==> src/rtl/merge_run_scheduler_if.sv <==
// Control bundle between the merge run scheduler and its input/output FIFO environment.
// The slave modport is the scheduler side; the master modport is the FIFO/credit side.
interface merge_run_scheduler_if #(
    parameter int unsigned OUT_FIFO_DEPTH = 32,
    parameter int unsigned CNT_WIDTH      = 32
);
    localparam int unsigned CRED_W = $clog2(OUT_FIFO_DEPTH) + 1;

    logic                 i_a_empty;
    logic                 i_b_empty;
    logic                 i_a_min_zero;
    logic                 i_b_min_zero;
    logic                 i_a_lte_b;
    logic                 i_out_deq;
    logic                 o_select_a;
    logic                 o_stall;
    logic                 o_last;
    logic                 o_drop_b;
    logic                 o_run_done;
    logic [CNT_WIDTH-1:0] o_run_len;
    logic [CRED_W-1:0]    o_credits;
    logic [2:0]           o_state;

    modport slave (
        input  i_a_empty, i_b_empty, i_a_min_zero, i_b_min_zero, i_a_lte_b, i_out_deq,
        output o_select_a, o_stall, o_last, o_drop_b, o_run_done, o_run_len, o_credits, o_state
    );

    modport master (
        output i_a_empty, i_b_empty, i_a_min_zero, i_b_min_zero, i_a_lte_b, i_out_deq,
        input  o_select_a, o_stall, o_last, o_drop_b, o_run_done, o_run_len, o_credits, o_state
    );
endinterface

==> src/rtl/merge_run_scheduler.sv <==
// Two-way merge scheduler for sentinel-terminated sorted runs, gated by output-FIFO credits.
// Issues the smaller head, drains the survivor, emits A's sentinel as the run terminator and drops B's.
module merge_run_scheduler #(
    parameter int unsigned OUT_FIFO_DEPTH = 32,
    parameter int unsigned CNT_WIDTH      = 32
) (
    input  logic                   i_clk,
    input  logic                   i_rst_n,
    merge_run_scheduler_if.slave   bus
);
    localparam int unsigned          CRED_W   = $clog2(OUT_FIFO_DEPTH) + 1;
    localparam logic [CRED_W-1:0]    CRED_MAX = CRED_W'(OUT_FIFO_DEPTH);
    localparam logic [CNT_WIDTH-1:0] CNT_MAX  = '1;

    typedef enum logic [2:0] {
        S_IDLE    = 3'd0,
        S_MERGE   = 3'd1,
        S_DRAIN_A = 3'd2,
        S_DRAIN_B = 3'd3,
        S_FLUSH_A = 3'd4,
        S_FLUSH_B = 3'd5
    } state_t;

    state_t               r_state;
    state_t               w_next;
    logic [CRED_W-1:0]    r_credits;
    logic [CNT_WIDTH-1:0] r_count;
    logic [CNT_WIDTH-1:0] r_run_len;
    logic                 r_run_done;
    logic                 w_select_a;
    logic                 w_stall;
    logic                 w_last;
    logic                 w_drop_b;
    logic                 w_has_credit;
    logic                 w_issue;

    assign w_has_credit = (r_credits != '0);
    assign w_issue      = ~w_stall;

    // Next-state and issue decode; sentinel transitions never dequeue.
    always_comb begin
        w_next     = r_state;
        w_select_a = 1'b0;
        w_stall    = 1'b1;
        w_last     = 1'b0;
        w_drop_b   = 1'b0;
        case (r_state)
            S_IDLE: begin
                if (!bus.i_a_empty && !bus.i_b_empty) w_next = S_MERGE;
            end
            S_MERGE: begin
                if (!bus.i_a_empty && !bus.i_b_empty) begin
                    if (bus.i_a_min_zero && bus.i_b_min_zero) w_next = S_FLUSH_A;
                    else if (bus.i_a_min_zero)                w_next = S_DRAIN_B;
                    else if (bus.i_b_min_zero)                w_next = S_DRAIN_A;
                    else begin
                        w_select_a = bus.i_a_lte_b;
                        w_stall    = ~w_has_credit;
                    end
                end
            end
            S_DRAIN_A: begin
                w_select_a = 1'b1;
                if (!bus.i_a_empty) begin
                    if (bus.i_a_min_zero) w_next  = S_FLUSH_A;
                    else                  w_stall = ~w_has_credit;
                end
            end
            S_DRAIN_B: begin
                if (!bus.i_b_empty) begin
                    if (bus.i_b_min_zero) w_next  = S_FLUSH_A;
                    else                  w_stall = ~w_has_credit;
                end
            end
            S_FLUSH_A: begin
                w_select_a = 1'b1;
                w_last     = 1'b1;
                if (!bus.i_a_empty && w_has_credit) begin
                    w_stall = 1'b0;
                    w_next  = S_FLUSH_B;
                end
            end
            S_FLUSH_B: begin
                if (!bus.i_b_empty) begin
                    w_drop_b = 1'b1;
                    w_next   = S_IDLE;
                end
            end
            default: w_next = S_IDLE;
        endcase
        // Quiet the FIFO side while reset is held, whatever the state register says.
        if (!i_rst_n) begin
            w_stall  = 1'b1;
            w_last   = 1'b0;
            w_drop_b = 1'b0;
        end
    end

    always_ff @(posedge i_clk) begin
        if (!i_rst_n) r_state <= S_IDLE;
        else          r_state <= w_next;
    end

    // Credits track free output-FIFO slots; a return at full credit is ignored.
    always_ff @(posedge i_clk) begin
        if (!i_rst_n) begin
            r_credits <= CRED_MAX;
        end else if (w_issue && !bus.i_out_deq) begin
            r_credits <= r_credits - CRED_W'(1);
        end else if (!w_issue && bus.i_out_deq && (r_credits != CRED_MAX)) begin
            r_credits <= r_credits + CRED_W'(1);
        end
    end

    // Run-length accounting; the drop of B's sentinel closes the run.
    always_ff @(posedge i_clk) begin
        if (!i_rst_n) begin
            r_count    <= '0;
            r_run_len  <= '0;
            r_run_done <= 1'b0;
        end else begin
            r_run_done <= w_drop_b;
            if (w_drop_b) begin
                r_run_len <= r_count;
                r_count   <= '0;
            end else if (w_issue && !w_last && (r_count != CNT_MAX)) begin
                r_count <= r_count + CNT_WIDTH'(1);
            end
        end
    end

    assign bus.o_select_a = w_select_a;
    assign bus.o_stall    = w_stall;
    assign bus.o_last     = w_last;
    assign bus.o_drop_b   = w_drop_b;
    assign bus.o_run_done = r_run_done;
    assign bus.o_run_len  = r_run_len;
    assign bus.o_credits  = r_credits;
    assign bus.o_state    = 3'(r_state);
endmodule

==> src/flat_wrapper.sv <==
// flat-port wrapper written by rule: the top's interface ports become plain ports
module merge_run_scheduler_flat 
#(
    parameter int unsigned OUT_FIFO_DEPTH = 32,
    parameter int unsigned CNT_WIDTH      = 32
)
  (i_clk, i_rst_n, bus_i_a_empty, bus_i_b_empty, bus_i_a_min_zero, bus_i_b_min_zero, bus_i_a_lte_b, bus_i_out_deq, bus_o_select_a, bus_o_stall, bus_o_last, bus_o_drop_b, bus_o_run_done, bus_o_run_len, bus_o_credits, bus_o_state);
  merge_run_scheduler_if #(.OUT_FIFO_DEPTH(OUT_FIFO_DEPTH), .CNT_WIDTH(CNT_WIDTH)) bus_i ();
  input  logic i_clk;
  input  logic i_rst_n;
  input wire logic [$bits(bus_i.i_a_empty)-1:0] bus_i_a_empty;
  input wire logic [$bits(bus_i.i_b_empty)-1:0] bus_i_b_empty;
  input wire logic [$bits(bus_i.i_a_min_zero)-1:0] bus_i_a_min_zero;
  input wire logic [$bits(bus_i.i_b_min_zero)-1:0] bus_i_b_min_zero;
  input wire logic [$bits(bus_i.i_a_lte_b)-1:0] bus_i_a_lte_b;
  input wire logic [$bits(bus_i.i_out_deq)-1:0] bus_i_out_deq;
  output wire logic [$bits(bus_i.o_select_a)-1:0] bus_o_select_a;
  output wire logic [$bits(bus_i.o_stall)-1:0] bus_o_stall;
  output wire logic [$bits(bus_i.o_last)-1:0] bus_o_last;
  output wire logic [$bits(bus_i.o_drop_b)-1:0] bus_o_drop_b;
  output wire logic [$bits(bus_i.o_run_done)-1:0] bus_o_run_done;
  output wire logic [$bits(bus_i.o_run_len)-1:0] bus_o_run_len;
  output wire logic [$bits(bus_i.o_credits)-1:0] bus_o_credits;
  output wire logic [$bits(bus_i.o_state)-1:0] bus_o_state;
  assign bus_i.i_a_empty = bus_i_a_empty;
  assign bus_i.i_b_empty = bus_i_b_empty;
  assign bus_i.i_a_min_zero = bus_i_a_min_zero;
  assign bus_i.i_b_min_zero = bus_i_b_min_zero;
  assign bus_i.i_a_lte_b = bus_i_a_lte_b;
  assign bus_i.i_out_deq = bus_i_out_deq;
  assign bus_o_select_a = bus_i.o_select_a;
  assign bus_o_stall = bus_i.o_stall;
  assign bus_o_last = bus_i.o_last;
  assign bus_o_drop_b = bus_i.o_drop_b;
  assign bus_o_run_done = bus_i.o_run_done;
  assign bus_o_run_len = bus_i.o_run_len;
  assign bus_o_credits = bus_i.o_credits;
  assign bus_o_state = bus_i.o_state;
  merge_run_scheduler #(.OUT_FIFO_DEPTH(OUT_FIFO_DEPTH), .CNT_WIDTH(CNT_WIDTH)) u_core (.i_clk(i_clk), .i_rst_n(i_rst_n), .bus(bus_i));
endmodule
==> config.mk <==
export PLATFORM = sky130hd
export DESIGN_NAME = merge_run_scheduler_flat
export DESIGN_NICKNAME = d
export VERILOG_FILES = /design/src/rtl/merge_run_scheduler_if.sv /design/src/rtl/merge_run_scheduler.sv /design/src/flat_wrapper.sv
export SDC_FILE = /design/constraint.sdc
export NUM_CORES = 1
export LEC_CHECK = 0
export BUFFER_PORTS_ARGS = -buffer_cell sky130_fd_sc_hd__buf_4
export CAP_MARGIN = 5
export CORE_AREA = 2 2 62 123
export CTS_BUF_LIST = sky130_fd_sc_hd__clkbuf_4
export DETAILED_ROUTE_END_ITERATION = 6
export DIE_AREA = 0 0 64 125
export GPL_ROUTABILITY_DRIVEN = 0
export PLACE_DENSITY = 0.73
export SLEW_MARGIN = 20
export SYNTH_ARGS = -nofsm -noshare
export SYNTH_HDL_FRONTEND = slang
export SYNTH_SLANG_ARGS = --single-unit
==> constraint.sdc <==
create_clock -name i_clk -period 2.7 [get_ports i_clk]
set_input_delay 0.27 -clock i_clk [delete_from_list [all_inputs] [get_ports i_clk]]
set_output_delay 0.27 -clock i_clk [all_outputs]
set_load 0.02 [all_outputs]
Word level (Yosys, flattened, before mapping) --
Cells that the tools add are included.
Word-level totals: output and inout port bits 46, register bits after elaboration 74, input port bits 8
Cells by class: reductions and logical operators 18, $add $sub $neg 3, equal/unequal tests 16, bitwise logic cells 3, multiplexer cells 34
Operators with widths (number):
- two-way mux 3 bit | 11
- adder 32 x 1 -> 32 bit, second input constant | 1
- inequality test 32 bit, second input constant | 1
- two-way mux 1 bit | 18
- case mux 3 bit (6 select lines) | 1
- two-way mux 6 bit | 2
- inequality test 2 bit, second input constant | 5
- AND reduction 9 bit | 1
- logical AND 1 bit | 8
- adder 6 x 1 -> 6 bit, second input constant | 1
- equality test 3 x 2 -> 1 bit, second input constant | 2
- equality test 3 bit, second input constant | 2
- inequality test 2 x 1 -> 1 bit, second input constant | 3
- inequality test 6 bit, second input constant | 1
- nonzero test 6 bit | 1
- subtractor 6 x 1 -> 6 bit, second input constant | 1
- zero test 1 bit | 4
- inequality test 4 x 3 -> 1 bit, second input constant | 1
- case mux 1 bit (4 select lines) | 1
- OR reduction 2 bit | 2
- equality test 3 x 1 -> 1 bit, second input constant | 1
- zero test 3 bit | 1
- NOT 1 bit | 3
- case mux 1 bit (2 select lines) | 1
- nonzero test 2 bit | 1

Depth between registers and ports, before layout --
Gate-level depths: netlist (run 1).
word-level depth 12, mapped depth 14

Worst setup path before layout (run 1) --
No wires, ideal clock.
path kind register -> register, start reg u_core.r_credits[1], in the netlist u_core.bus.o_credits[1], end reg u_core.r_credits[5], in the netlist u_core.bus.o_credits[5], arrival time 2876 ps, library setup time 64 ps, setup slack -240 ps, stages on the path, launching flop included 13, cells stage by stage dfxtp_1 > nor4_2 > a2111oi_0 > o211ai_1 > or3_1 > inv_1 > ha_1 > a211oi_1 > nor2_1 > o21ai_0 > nand2b_1 > or4_1 > nand4_1
Between the ends: longest elaborated chain between the ends 11, elaborated cells on any way between the ends 23, classes of those cells add/sub (2); eq/ne (1); mux (12); bitwise (2); reduce/logical (6)
RTL lines:
- start, declared | RTL line merge_run_scheduler.sv:26 | logic [CRED_W-1:0] r_credits;
- start signal, assigned | RTL line merge_run_scheduler.sv:109 | r_credits <= r_credits - CRED_W'(1);
- start signal, assigned | RTL line merge_run_scheduler.sv:111 | r_credits <= r_credits + CRED_W'(1);
- nonzero test 6 bit | RTL line merge_run_scheduler.sv:37 | assign w_has_credit = (r_credits != '0);
- NOT 1 bit | RTL line merge_run_scheduler.sv:58, merge_run_scheduler.sv:66, merge_run_scheduler.sv:72
- two-way mux 1 bit | RTL line merge_run_scheduler.sv:55, merge_run_scheduler.sv:71
- two-way mux 1 bit | RTL line merge_run_scheduler.sv:54 | else if (bus.i_a_min_zero) w_next = S_DRAIN_B;
- two-way mux 1 bit | RTL line merge_run_scheduler.sv:53 | if (bus.i_a_min_zero && bus.i_b_min_zero) w_next = S_FLUSH_A;
- two-way mux 1 bit | RTL line merge_run_scheduler.sv:52 | if (!bus.i_a_empty && !bus.i_b_empty) begin
- case mux 1 bit (4 select lines) | RTL line merge_run_scheduler.sv:47 | case (r_state)
- two-way mux 1 bit | RTL line merge_run_scheduler.sv:92 | if (!i_rst_n) begin
- logical AND 1 bit / NOT 1 bit (equally long branches) | RTL line merge_run_scheduler.sv:110, merge_run_scheduler.sv:38
- logical AND 1 bit, on equally long branches | RTL line merge_run_scheduler.sv:110, merge_run_scheduler.sv:108
- nonzero test 2 bit (no line) / two-way mux 6 bit (equally long branches)
Several ways; a longest one is shown, not always the timed one. The select of a mux whose other input is x is not followed. A chain may end at the register's enable or synchronous reset.

Worst setup path after layout (run 1) --
start reg u_core.r_state[1], in the netlist u_core.bus.o_state[1], end reg u_core.r_credits[5], in the netlist u_core.bus.o_credits[5]
Between the ends: longest elaborated chain between the ends 6, elaborated cells on any way between the ends 12, classes of those cells eq/ne (4); mux (3); bitwise (1); reduce/logical (4)
RTL lines:
- start, declared | RTL line merge_run_scheduler.sv:24 | state_t r_state;
- start signal, assigned | RTL line merge_run_scheduler.sv:101 | else r_state <= w_next;
- equality test 3 bit (tied with other cells) | RTL line merge_run_scheduler.sv:47
- case mux 1 bit (4 select lines) * | RTL line merge_run_scheduler.sv:47
- two-way mux 1 bit * | RTL line merge_run_scheduler.sv:92
- logical AND 1 bit / NOT 1 bit (equally long branches) | RTL line merge_run_scheduler.sv:110, merge_run_scheduler.sv:38
- logical AND 1 bit, on equally long branches | RTL line merge_run_scheduler.sv:110, merge_run_scheduler.sv:108
- nonzero test 2 bit (no line) / two-way mux 6 bit (equally long branches)
Every way passes the cells marked *; elsewhere a longest branch is shown, timed or not.

==> impl_metrics.yaml, run 1 <==
synthesis:
  syn_area_per_cell_um2: 7.972
  synth_sequential_area_ratio: 0.4312
  postSynthNetCount: 445
  synth_mux_area_frac: 0.005827
  yosysWarnings: 0
  yosys_register_bits: 74
  post_synthesis_compound_gate_area_fraction: 0.1438
  synthesized_area_um2: 3436
  synthArstFlopShare: 0
  netlist.top_cell.by_area: "sky130_fd_sc_hd__dfxtp_1"
  netlist-cell-type-count: 53
  most_repeated_cell_in_the_gate_level_netlist_after_synthesis: "sky130_fd_sc_hd__nand2_1"
  synth_enable_flop_cells: 0
  post_synth_main_area_contributors: "sky130_fd_sc_hd__dfxtp_1 (43%), sky130_fd_sc_hd__nand2_1 (9.6%), sky130_fd_sc_hd__a21oi_1 (6.3%)"
  synth-xor-area-share: 0.06118
  netlist_instances: 431
  post_synth_fa_ha_maj_area_fraction: 0.02403
  synthSimpleGateAreaFrac: 0.2837
  synth.top_cells.by_count: "sky130_fd_sc_hd__nand2_1 (88), sky130_fd_sc_hd__dfxtp_1 (74), sky130_fd_sc_hd__a21oi_1 (43), sky130_fd_sc_hd__nor2_1 (39), sky130_fd_sc_hd__clkbuf_1 (23)"
  yosys.area.top_type_share: 0.4312
  synth_top_family_by_area: "simple AND/OR/NAND/NOR gates"
  postSynth.topFlopCell: "sky130_fd_sc_hd__dfxtp_1"
run:
  timing.max_cap.violations: 0
power_and_ir_drop:
  switching_share: 0.2455
  p_leak_uw: 0.001627
  power.sequential.fraction: 0.533
  p_per_area_nw_per_um2: 483.9
  power.net_switching_uw: 510.7
  clock_network_fraction_of_total_power: 0.364
  vdd.ir_drop.worst_mv: 0.3832
  power.total_uw: 2080
  pwr-share-comb: 0.103
  p_int_uw: 1569
timing:
  setup_repair_after_global_routing_missed_its_margin: "true"
  max_freq_mhz: 367.3
  fin_max_slew_vios: 0
  fin_ws_ns: -0.02235
  post-route-period-util: 1.008
  relSlewSlack: 0.6397
  setup_viol: 1
  timing_hold_violations_final: 0
  worstMarginPinSlew_ns: 0.5385
  worst_clk_skew_ns: 0.01689
  final_period_minus_worst_setup_slack_ns: 2.722
clocking:
  cts_tree: "built"
  clk_pin_slew_ns: 0.11
  total_clock_buffers_created_by_cts: 9
  later_pin_clock_latency_in_the_skew_report_ns: 0.42
  ctsRootBufferMaster: "sky130_fd_sc_hd__clkbuf_4"
  holdBufCountCts: 0
  numClockSinks: 74
  clock_tree.htree_level_count: 3
  clock_tree.buffer_depth: 2
finish:
  final_design_area_no_fill_um2: 4299
  fraction_of_final_layout_cells_sized_beyond_drive_strength_1: 0.2475
  filler_cells: 634
  layout.core_utilization: 0.6054
  combined_area_of_the_multi_input_logic_cells_um2: 1838
  synthToLayoutAreaGrowth_pct: 25.13
  sequential_cell_area_um2: 1500
  nets: 514
  insertedDiodeCount: 0
route:
  met3WireLength_um: 317
  drt-vias-per-instance: 5.270
  route.top_layer_used: "met4"
  firstDrtPassIters: 4
  initialDrtViolationCount: 150
  route.detailed.drc: 0
  wl_met2_um: 3634
  antenna_violating_nets_post_route: 0
  wl_met1_um: 3475
  routed-via-count: 3146
  routed_wire_per_std_cell_um: 12.65
  routed_wire_length_um: 7555
critical_path:
  worstPathRequired_ns: 3.06
  worst-path-max-fanout: 4
  reg2reg_from: "u_core.bus.o_state[1]"
  worstSetupPathType: "reg -> reg"
  worstReg2RegEnd: "u_core.bus.o_credits[5]"
  worstRegToRegCells: 12
  worstSetupStartpointType: "flip-flop"
  critical_path_arrival_ns: 3.08
  worst_r2r_setup_slack_ns: -0.02
  cp-end-kind: "flip-flop"
floorplan:
  die_y_extent_um: 125
  initial_utilization: 0.4838
  die_area_um2: 8000
  design.core.area_um2: 7102
  fp.dieW_um: 64
  top_level_ports: 54
  core.rowCount: 44
global_route:
  vias_in_the_first_global_route: 2770
  pin_count_of_the_biggest_net_entering_global_routing: 44
  grt_overflow: 0
  global_route_wire_length_before_repair_um: 12650
  gr-usage-all-layers: 0.1955
  grt_antenna_before_repair: 0
place:
  hpwl_um: 5452
  dpl_worst_slack_ns: -0.06232
  io_buffers: 53
  placed_area_um2: 4111
status:
  status: "finished, violations left"
  violations: "negative setup slack"
hold_path:
  path_class_of_the_lowest_slack_min_delay_path: "in -> reg"
  hold_path.startpoint: "i_rst_n"
  timing.hold.worst_path_depth: 2
  hold_path_end: "u_core.bus.o_credits[5]"
[cell usage in the layout, fill, tap and decap left out, types with 3 or more instances in the layout]
cell type / n
sky130_fd_sc_hd__dfxtp_4: 3
sky130_fd_sc_hd__dfxtp_1: 65
sky130_fd_sc_hd__or2_2: 3
sky130_fd_sc_hd__nor3_1: 8
sky130_fd_sc_hd__nand4_1: 11
sky130_fd_sc_hd__o31ai_1: 3
sky130_fd_sc_hd__inv_1: 15
sky130_fd_sc_hd__or3_1: 5
sky130_fd_sc_hd__buf_4: 83
sky130_fd_sc_hd__nand3_1: 15
sky130_fd_sc_hd__xnor2_1: 19
sky130_fd_sc_hd__o21ai_0: 7
sky130_fd_sc_hd__clkinv_1: 3
sky130_fd_sc_hd__dfxtp_2: 6
sky130_fd_sc_hd__nor2_1: 39
sky130_fd_sc_hd__nor4_1: 7
sky130_fd_sc_hd__nand2_1: 88
sky130_fd_sc_hd__xor2_1: 5
sky130_fd_sc_hd__nand3b_1: 3
sky130_fd_sc_hd__and3_1: 3
sky130_fd_sc_hd__o211ai_1: 5
sky130_fd_sc_hd__or4_1: 4
sky130_fd_sc_hd__clkbuf_4: 10
sky130_fd_sc_hd__a21oi_1: 43
sky130_fd_sc_hd__ha_1: 4
[kinds of logic after synthesis]
family	Yosys count
AOI/OAI and AO/OA	80
xor gates and xnor gates	24
adders and majority gates	6
buffers and inverters	42
DFF	74
muxes	2
and+or+nand+nor	203
[power by group through the flow]
stage | clock (uW) | sequential, uW | combinational [uW]
finish | 757 | 1110 | 214
floorplan | 0 | 1150 | 111
global route | 817 | 1110 | 234
detailed placement | 0 | 1130 | 207
CTS | 775 | 1110 | 207
global placement | 0 | 1130 | 204
[final cells by class]
cell class	count	share of cell area
Inverter	17	0.01542
Clock inverter	6	0.01892
Multi-Input combinational cell	315	0.4275
Sequential cell	74	0.3490
Clock buffer	10	0.01746
Timing Repair Buffer	83	0.1449
Tap cell	92	0.02678
[worst max-delay path: stages, from the launching register on]
cell and delay, ns:
sky130_fd_sc_hd__dfxtp_4 0.36, sky130_fd_sc_hd__or3b_4 0.41, sky130_fd_sc_hd__a211oi_4 0.18, sky130_fd_sc_hd__a221oi_2 0.06, sky130_fd_sc_hd__or3_4 0.39, sky130_fd_sc_hd__inv_4 0.09, sky130_fd_sc_hd__ha_4 0.20, sky130_fd_sc_hd__a211oi_2 0.20
sky130_fd_sc_hd__nor2_1 0.07, sky130_fd_sc_hd__o21ai_1 0.12, sky130_fd_sc_hd__nand2b_1 0.09, sky130_fd_sc_hd__or4_1 0.40, sky130_fd_sc_hd__nand4_1 0.09
[state kept, by name, indices dropped and copies added (netlist names)]
| register | flops |
|---|---|
| u_core.bus.o_run_done | 1 |
| u_core.bus.o_run_len | 32 |
| u_core.r_count | 32 |
| u_core.bus.o_credits | 6 |
| u_core.bus.o_state | 3 |
[how the worst max path moves through the flow]
| stage | cells past startpoint | endpoint | slack, ns | startpoint |
|---|---|---|---|---|
| 2_1_floorplan | 12 | u_core.bus.o_credits[5] | 0.03 | u_core.bus.o_state[1] |
| 3_3_place_gp | 13 | u_core.bus.o_credits[5] | -0.02 | bus_i_a_empty |
| 3_5_place_dp | 14 | u_core.bus.o_credits[5] | -0.06 | bus_i_a_empty |
| 4_1_cts | 12 | u_core.bus.o_credits[5] | -0.06 | u_core.bus.o_state[1] |
| 5_1_grt | 12 | u_core.bus.o_credits[5] | -0.13 | u_core.bus.o_state[1] |
| 6_report | 12 | u_core.bus.o_credits[5] | -0.02 | u_core.bus.o_state[1] |
[through the flow]
step	hold slack, ns	instances	setup TNS (ns)
6_report	0.1085	597	-0.02235
5_1_grt	0.08505	597	-0.1734
4_1_cts	0.07697	595	-0.05701
3_5_place_dp	0.4480	579	-0.06232
3_3_place_gp	0.4426	579	-0.01700
2_1_floorplan	0.4501	431	0
[routing by layer]
layer | up-vias | global-route usage
li1 | 1634 | -
met1 | 1440 | 0.2445
met2 | 63 | 0.3199
met3 | 9 | 0.04676
met4 | 0 | 0.07673
met5 | - | 0
[timing repair]
action	CTS	global route
buffers inserted	0	2
pin swaps	0	3
endpoints found under the setup margin	1	5
resized for setup	0	4
No activity file was read; power rests on OpenSTA's default activity.
==> run 2: changes to the inputs <==
--- a/config.mk
+++ b/config.mk
@@ -7,12 +7,12 @@
 export LEC_CHECK = 0
 export BUFFER_PORTS_ARGS = -buffer_cell sky130_fd_sc_hd__buf_4
 export CAP_MARGIN = 5
-export CORE_AREA = 2 2 62 123
+export CORE_AREA = 2 2 60 119
 export CTS_BUF_LIST = sky130_fd_sc_hd__clkbuf_4
 export DETAILED_ROUTE_END_ITERATION = 6
-export DIE_AREA = 0 0 64 125
+export DIE_AREA = 0 0 62 121
 export GPL_ROUTABILITY_DRIVEN = 0
-export PLACE_DENSITY = 0.73
+export PLACE_DENSITY = 0.77
 export SLEW_MARGIN = 20
 export SYNTH_ARGS = -nofsm -noshare
 export SYNTH_HDL_FRONTEND = slang
==> impl_metrics.yaml, run 2 (synthesized netlist as in run 1, its figures left out) <==
status:
  status: "finished, violations left"
  violations: "negative setup slack"
global_route:
  pin_count_of_the_biggest_net_entering_global_routing: 44
  vias_in_the_first_global_route: 3084
  gr-usage-met1: 0.2376
  met2_usage: 0.4206
  grt_overflow: 0
  grt_antenna_before_repair: 1
  grt.busiest_layer: "met2"
  use_met3: 0.05437
  gr-usage-all-layers: 0.2383
  global_route_wire_length_before_repair_um: 13350
timing:
  setup_repair_after_global_routing_missed_its_margin: "true"
  fin_ws_ns: -0.04009
  fin_max_slew_vios: 0
  final_period_minus_worst_setup_slack_ns: 2.740
  worstMarginPinSlew_ns: 0.6927
  worst_clk_skew_ns: 0.01007
  relSlewSlack: 0.5365
  setup_viol: 1
  max_freq_mhz: 365.0
  setup-tns-final_ns: -0.04009
  timing_hold_violations_final: 0
  post-route-period-util: 1.015
finish:
  layout_commonest_cell: "sky130_fd_sc_hd__nand2_1"
  instances_no_fill: 594
  fraction_of_final_layout_cells_sized_beyond_drive_strength_1: 0.2495
  nets: 514
  synthToLayoutAreaGrowth_pct: 23.53
  final_cell_mix: "sky130_fd_sc_hd__nand2_1 (88), sky130_fd_sc_hd__buf_4 (82), sky130_fd_sc_hd__dfxtp_1 (65)"
clocking:
  ctsRootBufferMaster: "sky130_fd_sc_hd__clkbuf_4"
  cts_tree: "built"
  clock_tree.buffer_depth: 2
  clk_pin_slew_ns: 0.10
  clock_tree.htree_level_count: 3
  later_pin_clock_latency_in_the_skew_report_ns: 0.42
  numClockSinks: 74
  total_clock_buffers_created_by_cts: 9
floorplan:
  design.core.area_um2: 6569
  core.rowCount: 42
  fp.dieW_um: 62
  initial_utilization: 0.5230
  die_area_um2: 7502
  die_y_extent_um: 121
  top_level_ports: 54
critical_path:
  worst-path-max-fanout: 4
  worstReg2RegEnd: "u_core.bus.o_credits[5]"
  worst_r2r_setup_slack_ns: -0.04
  worstSetupStartpointType: "flip-flop"
  cp-end-kind: "flip-flop"
  worstSetupPathType: "reg -> reg"
  critical_path_arrival_ns: 3.09
  worstRegToRegCells: 12
  worstPathRequired_ns: 3.05
  reg2reg_from: "u_core.bus.o_credits[1]"
route:
  initialDrtViolationCount: 184
  routed_wire_per_std_cell_um: 14.04
  antenna_violating_nets_post_route: 0
  route.detailed.drc: 0
  routed_wire_length_um: 8337
  routed-via-count: 3270
  firstDrtPassIters: 4
  drt-vias-per-instance: 5.505
hold_path:
  hold_path_end: "u_core.bus.o_credits[5]"
  hold_path.startpoint: "i_rst_n"
  timing.hold.worst_path_depth: 2
  path_class_of_the_lowest_slack_min_delay_path: "in -> reg"
power_and_ir_drop:
  vdd.ir_drop.worst_mv: 0.2552
  p_leak_uw: 0.001614
  p_per_area_nw_per_um2: 449.0
place:
  io_buffers: 53
  place.detailed.instances: 574
  hpwl_um: 5995
run:
  timing.max_cap.violations: 0
[run 2: metrics by stage]
stage | area [um^2] | hold slack [ns] | power, uW | setup slack, ns | util
detailed placement | 4099 | 0.4507 | 1348 | -0.09648 | 0.6240
global placement | 4099 | 0.4452 | 1342 | -0.01618 | 0.6240
finish | 4244 | 0.1386 | 1906 | -0.04009 | 0.6461
floorplan | 3497 | 0.4501 | 1261 | 0.02849 | -
CTS | 4232 | 0.1083 | 1921 | -0.004609 | 0.6442
global route | 4244 | 0.1204 | 2000 | -0.2285 | 0.6461
[run 2: power breakdown]
part	switching (uW)	total, uW	leakage, uW	internal, uW
registers	8.11	1110	0.000601	1100
clock network	359	573	0.0000685	214
logic	132	224	0.000945	91.7
total	500	1910	0.00161	1410
[run 2: repair_timing]
item                                   CTS  global route
setup buffers                            3             0
setup endpoints to repair                1             8
endpoints found under the hold margin    0             0
resized for setup                        1             3
hold buffers                             0             0
pin swaps                                8             4
[run 2: final cells by class]
| cell class | instances | area, um^2 |
|---|---|---|
| Antenna cell | 1 | 2.502 |
| Clock buffer | 12 | 90.09 |
| Inverter | 17 | 66.31 |
| Timing Repair Buffer | 83 | 626.9 |
| Fill cell | 598 | 2325 |
| Clock inverter | 4 | 18.77 |
| Multi-Input combinational cell | 315 | 1829 |
| Tap cell | 88 | 110.1 |
| Sequential cell | 74 | 1500 |
[run 2: how the worst max path moves through the flow]
stage                            start                       to
3_5_place_dp             bus_i_a_empty  u_core.bus.o_credits[5]
5_1_grt        u_core.bus.o_credits[1]  u_core.bus.o_credits[5]
6_report       u_core.bus.o_credits[1]  u_core.bus.o_credits[5]
3_3_place_gp             bus_i_a_empty  u_core.bus.o_credits[5]
4_1_cts          u_core.bus.o_state[1]  u_core.bus.o_credits[5]
2_1_floorplan    u_core.bus.o_state[1]  u_core.bus.o_credits[5]
[run 2: layer usage]
layer	vias up	routed length (um)
met5	-	0
met4	0	212
met3	18	278
met2	63	4697
met1	1566	3149
li1	1623	-
[run 2: critical path, cell delays in order (launching register included)]
cell and delay [ns]:
sky130_fd_sc_hd__dfxtp_4 0.37, sky130_fd_sc_hd__nor4_4 0.43, sky130_fd_sc_hd__a21oi_2 0.13, sky130_fd_sc_hd__a221oi_2 0.26, sky130_fd_sc_hd__or3_4 0.19, sky130_fd_sc_hd__inv_4 0.05, sky130_fd_sc_hd__ha_1 0.22, sky130_fd_sc_hd__a211oi_2 0.21
sky130_fd_sc_hd__nor2_1 0.09, sky130_fd_sc_hd__o21ai_1 0.16, sky130_fd_sc_hd__nand2b_1 0.09, sky130_fd_sc_hd__or4_1 0.39, sky130_fd_sc_hd__nand4_1 0.09
==> run 3: changes to the inputs <==
--- a/config.mk
+++ b/config.mk
@@ -13,6 +13,7 @@
 export DIE_AREA = 0 0 62 121
 export GPL_ROUTABILITY_DRIVEN = 0
 export PLACE_DENSITY = 0.77
+export SKIP_LAST_GASP = 1
 export SLEW_MARGIN = 20
 export SYNTH_ARGS = -nofsm -noshare
 export SYNTH_HDL_FRONTEND = slang
==> impl_metrics.yaml, run 3 (synthesized netlist as in run 1, its figures left out) <==
power_and_ir_drop:
  p_per_area_nw_per_um2: 449.6
  power.total_uw: 1906
  p_leak_uw: 0.001612
  vdd.ir_drop.worst_mv: 0.2427
global_route:
  global_route_wire_length_before_repair_um: 13350
  pin_count_of_the_biggest_net_entering_global_routing: 44
  gr-usage-all-layers: 0.2383
  grt_antenna_before_repair: 1
  grt_overflow: 0
  vias_in_the_first_global_route: 3084
floorplan:
  initial_utilization: 0.5230
  fp.dieW_um: 62
  die_y_extent_um: 121
  top_level_ports: 54
  core.rowCount: 42
  die_area_um2: 7502
  design.core.area_um2: 6569
critical_path:
  worst-path-max-fanout: 4
  critical_path_arrival_ns: 3.10
  worstSetupStartpointType: "flip-flop"
  worstSetupPathType: "reg -> reg"
  cp_slowest_stage_delay_ns: 0.43
  worstPathRequired_ns: 3.06
  crit_path_top_delay_cell: "sky130_fd_sc_hd__nor4_4"
  worstPathCellList: "nor4_4 > a21oi_2 > a221oi_2 > or3_4 > inv_4 > ha_1 > a211oi_2 > nor2_1 > o21ai_1 > nand2b_1 > or4_1 > nand4_1"
  cp-end-kind: "flip-flop"
route:
  drt-vias-per-instance: 5.524
  routed_wire_length_um: 8338
  routed_wire_per_std_cell_um: 14.04
  antenna_violating_nets_post_route: 0
  routed-via-count: 3281
  firstDrtPassIters: 4
  initialDrtViolationCount: 194
  route.detailed.drc: 0
timing:
  max_freq_mhz: 364.9
  setup_viol: 1
  fin_ws_ns: -0.04038
  worstMarginPinSlew_ns: 0.6922
  setup-tns-final_ns: -0.04038
  timing_hold_violations_final: 0
  final_period_minus_worst_setup_slack_ns: 2.740
  fin_max_slew_vios: 0
  post-route-period-util: 1.015
  relSlewSlack: 0.5368
  worst_clk_skew_ns: 0.01094
  setup_repair_after_global_routing_missed_its_margin: "true"
clocking:
  clock_tree.htree_level_count: 3
  numClockSinks: 74
  clock_tree.buffer_depth: 2
  cts_tree: "built"
  later_pin_clock_latency_in_the_skew_report_ns: 0.42
  clk_pin_slew_ns: 0.10
  holdBufCountCts: 0
  ctsRootBufferMaster: "sky130_fd_sc_hd__clkbuf_4"
  total_clock_buffers_created_by_cts: 9
hold_path:
  path_class_of_the_lowest_slack_min_delay_path: "in -> reg"
status:
  violations: "negative setup slack"
  status: "finished, violations left"
finish:
  final_cell_mix: "sky130_fd_sc_hd__nand2_1 (88), sky130_fd_sc_hd__buf_4 (83), sky130_fd_sc_hd__dfxtp_1 (65)"
  fraction_of_final_layout_cells_sized_beyond_drive_strength_1: 0.2495
  filler_cells: 598
  nets: 514
  layout_commonest_cell: "sky130_fd_sc_hd__nand2_1"
  synthToLayoutAreaGrowth_pct: 23.42
run:
  timing.max_cap.violations: 0
place:
  dpl_worst_slack_ns: -0.09648
  hpwl_um: 5995
  io_buffers: 53
-- run 3: cell counts in the layout (fill, tap and decap cells not counted) --
Identical to the previous run, type by type.
-- run 3: critical path, delay by kind of cell (launching register included) --
kind	cells	cell delay, ns
adders and majority gates	1	0.22
and+or+nand+nor	6	1.28
DFF	1	0.37
AOI/OAI and AO/OA	4	0.76
buffers and inverters	1	0.05
-- run 3: layer usage --
metal | track usage | vias to the layer above | wire length (um) | share of wire
met5 | 0 | - | 0 | 0
met4 | 0.1343 | 0 | 257 | 0.031
met3 | 0.05437 | 26 | 318 | 0.038
met2 | 0.4206 | 63 | 4638 | 0.56
met1 | 0.2376 | 1569 | 3124 | 0.37
li1 | - | 1623 | - | -
-- run 3: repair_timing --
action / in CTS / in global routing
buffers inserted: 3 / 0
resized for setup: 1 / 2
pin swaps: 8 / 4
endpoints found under the setup margin: 1 / 8
-- run 3: area by class of cell --
class	count	area [um^2]	area share
clock buffers	12	90.09	0.02125
flip-flops and latches	74	1500	0.3538
repair buffers	83	623.1	0.1469
inverters	17	66.31	0.01564
diodes	1	2.502	0.0005901
clock inverters	4	18.77	0.004426
well taps	88	110.1	0.02597
multi-input cells	315	1829	0.4314
-- run 3: metrics by stage --
step	cells	hold WS [ns]	util	area (um^2)
2_1_floorplan	431	0.4501	-	3497
3_3_place_gp	574	0.4452	0.6240	4099
3_5_place_dp	574	0.4507	0.6240	4099
4_1_cts	593	0.1083	0.6442	4232
5_1_grt	594	0.1204	0.6455	4240
6_report	594	0.1338	0.6455	4240
-- run 3: report_power, final --
group / leakage, uW / internal [uW] / total, uW / switching (uW)
logic: 0.000943 / 91.0 / 223 / 132
registers: 0.000601 / 1100 / 1110 / 8.04
clock network: 0.0000685 / 214 / 574 / 361
-- run 3: path summary, 6_finish.rpt --
check,from,endpoint,slack (ns),depth (start not counted)
worst max-delay path,u_core.bus.o_credits[1],u_core.bus.o_credits[5],-0.04,12
worst min-delay path,i_rst_n,u_core.bus.o_credits[5],0.13,2
worst max register to register,u_core.bus.o_credits[1],u_core.bus.o_credits[5],-0.04,12
worst min register to register,u_core.bus.o_run_len[5],u_core.bus.o_run_len[5],0.46,2
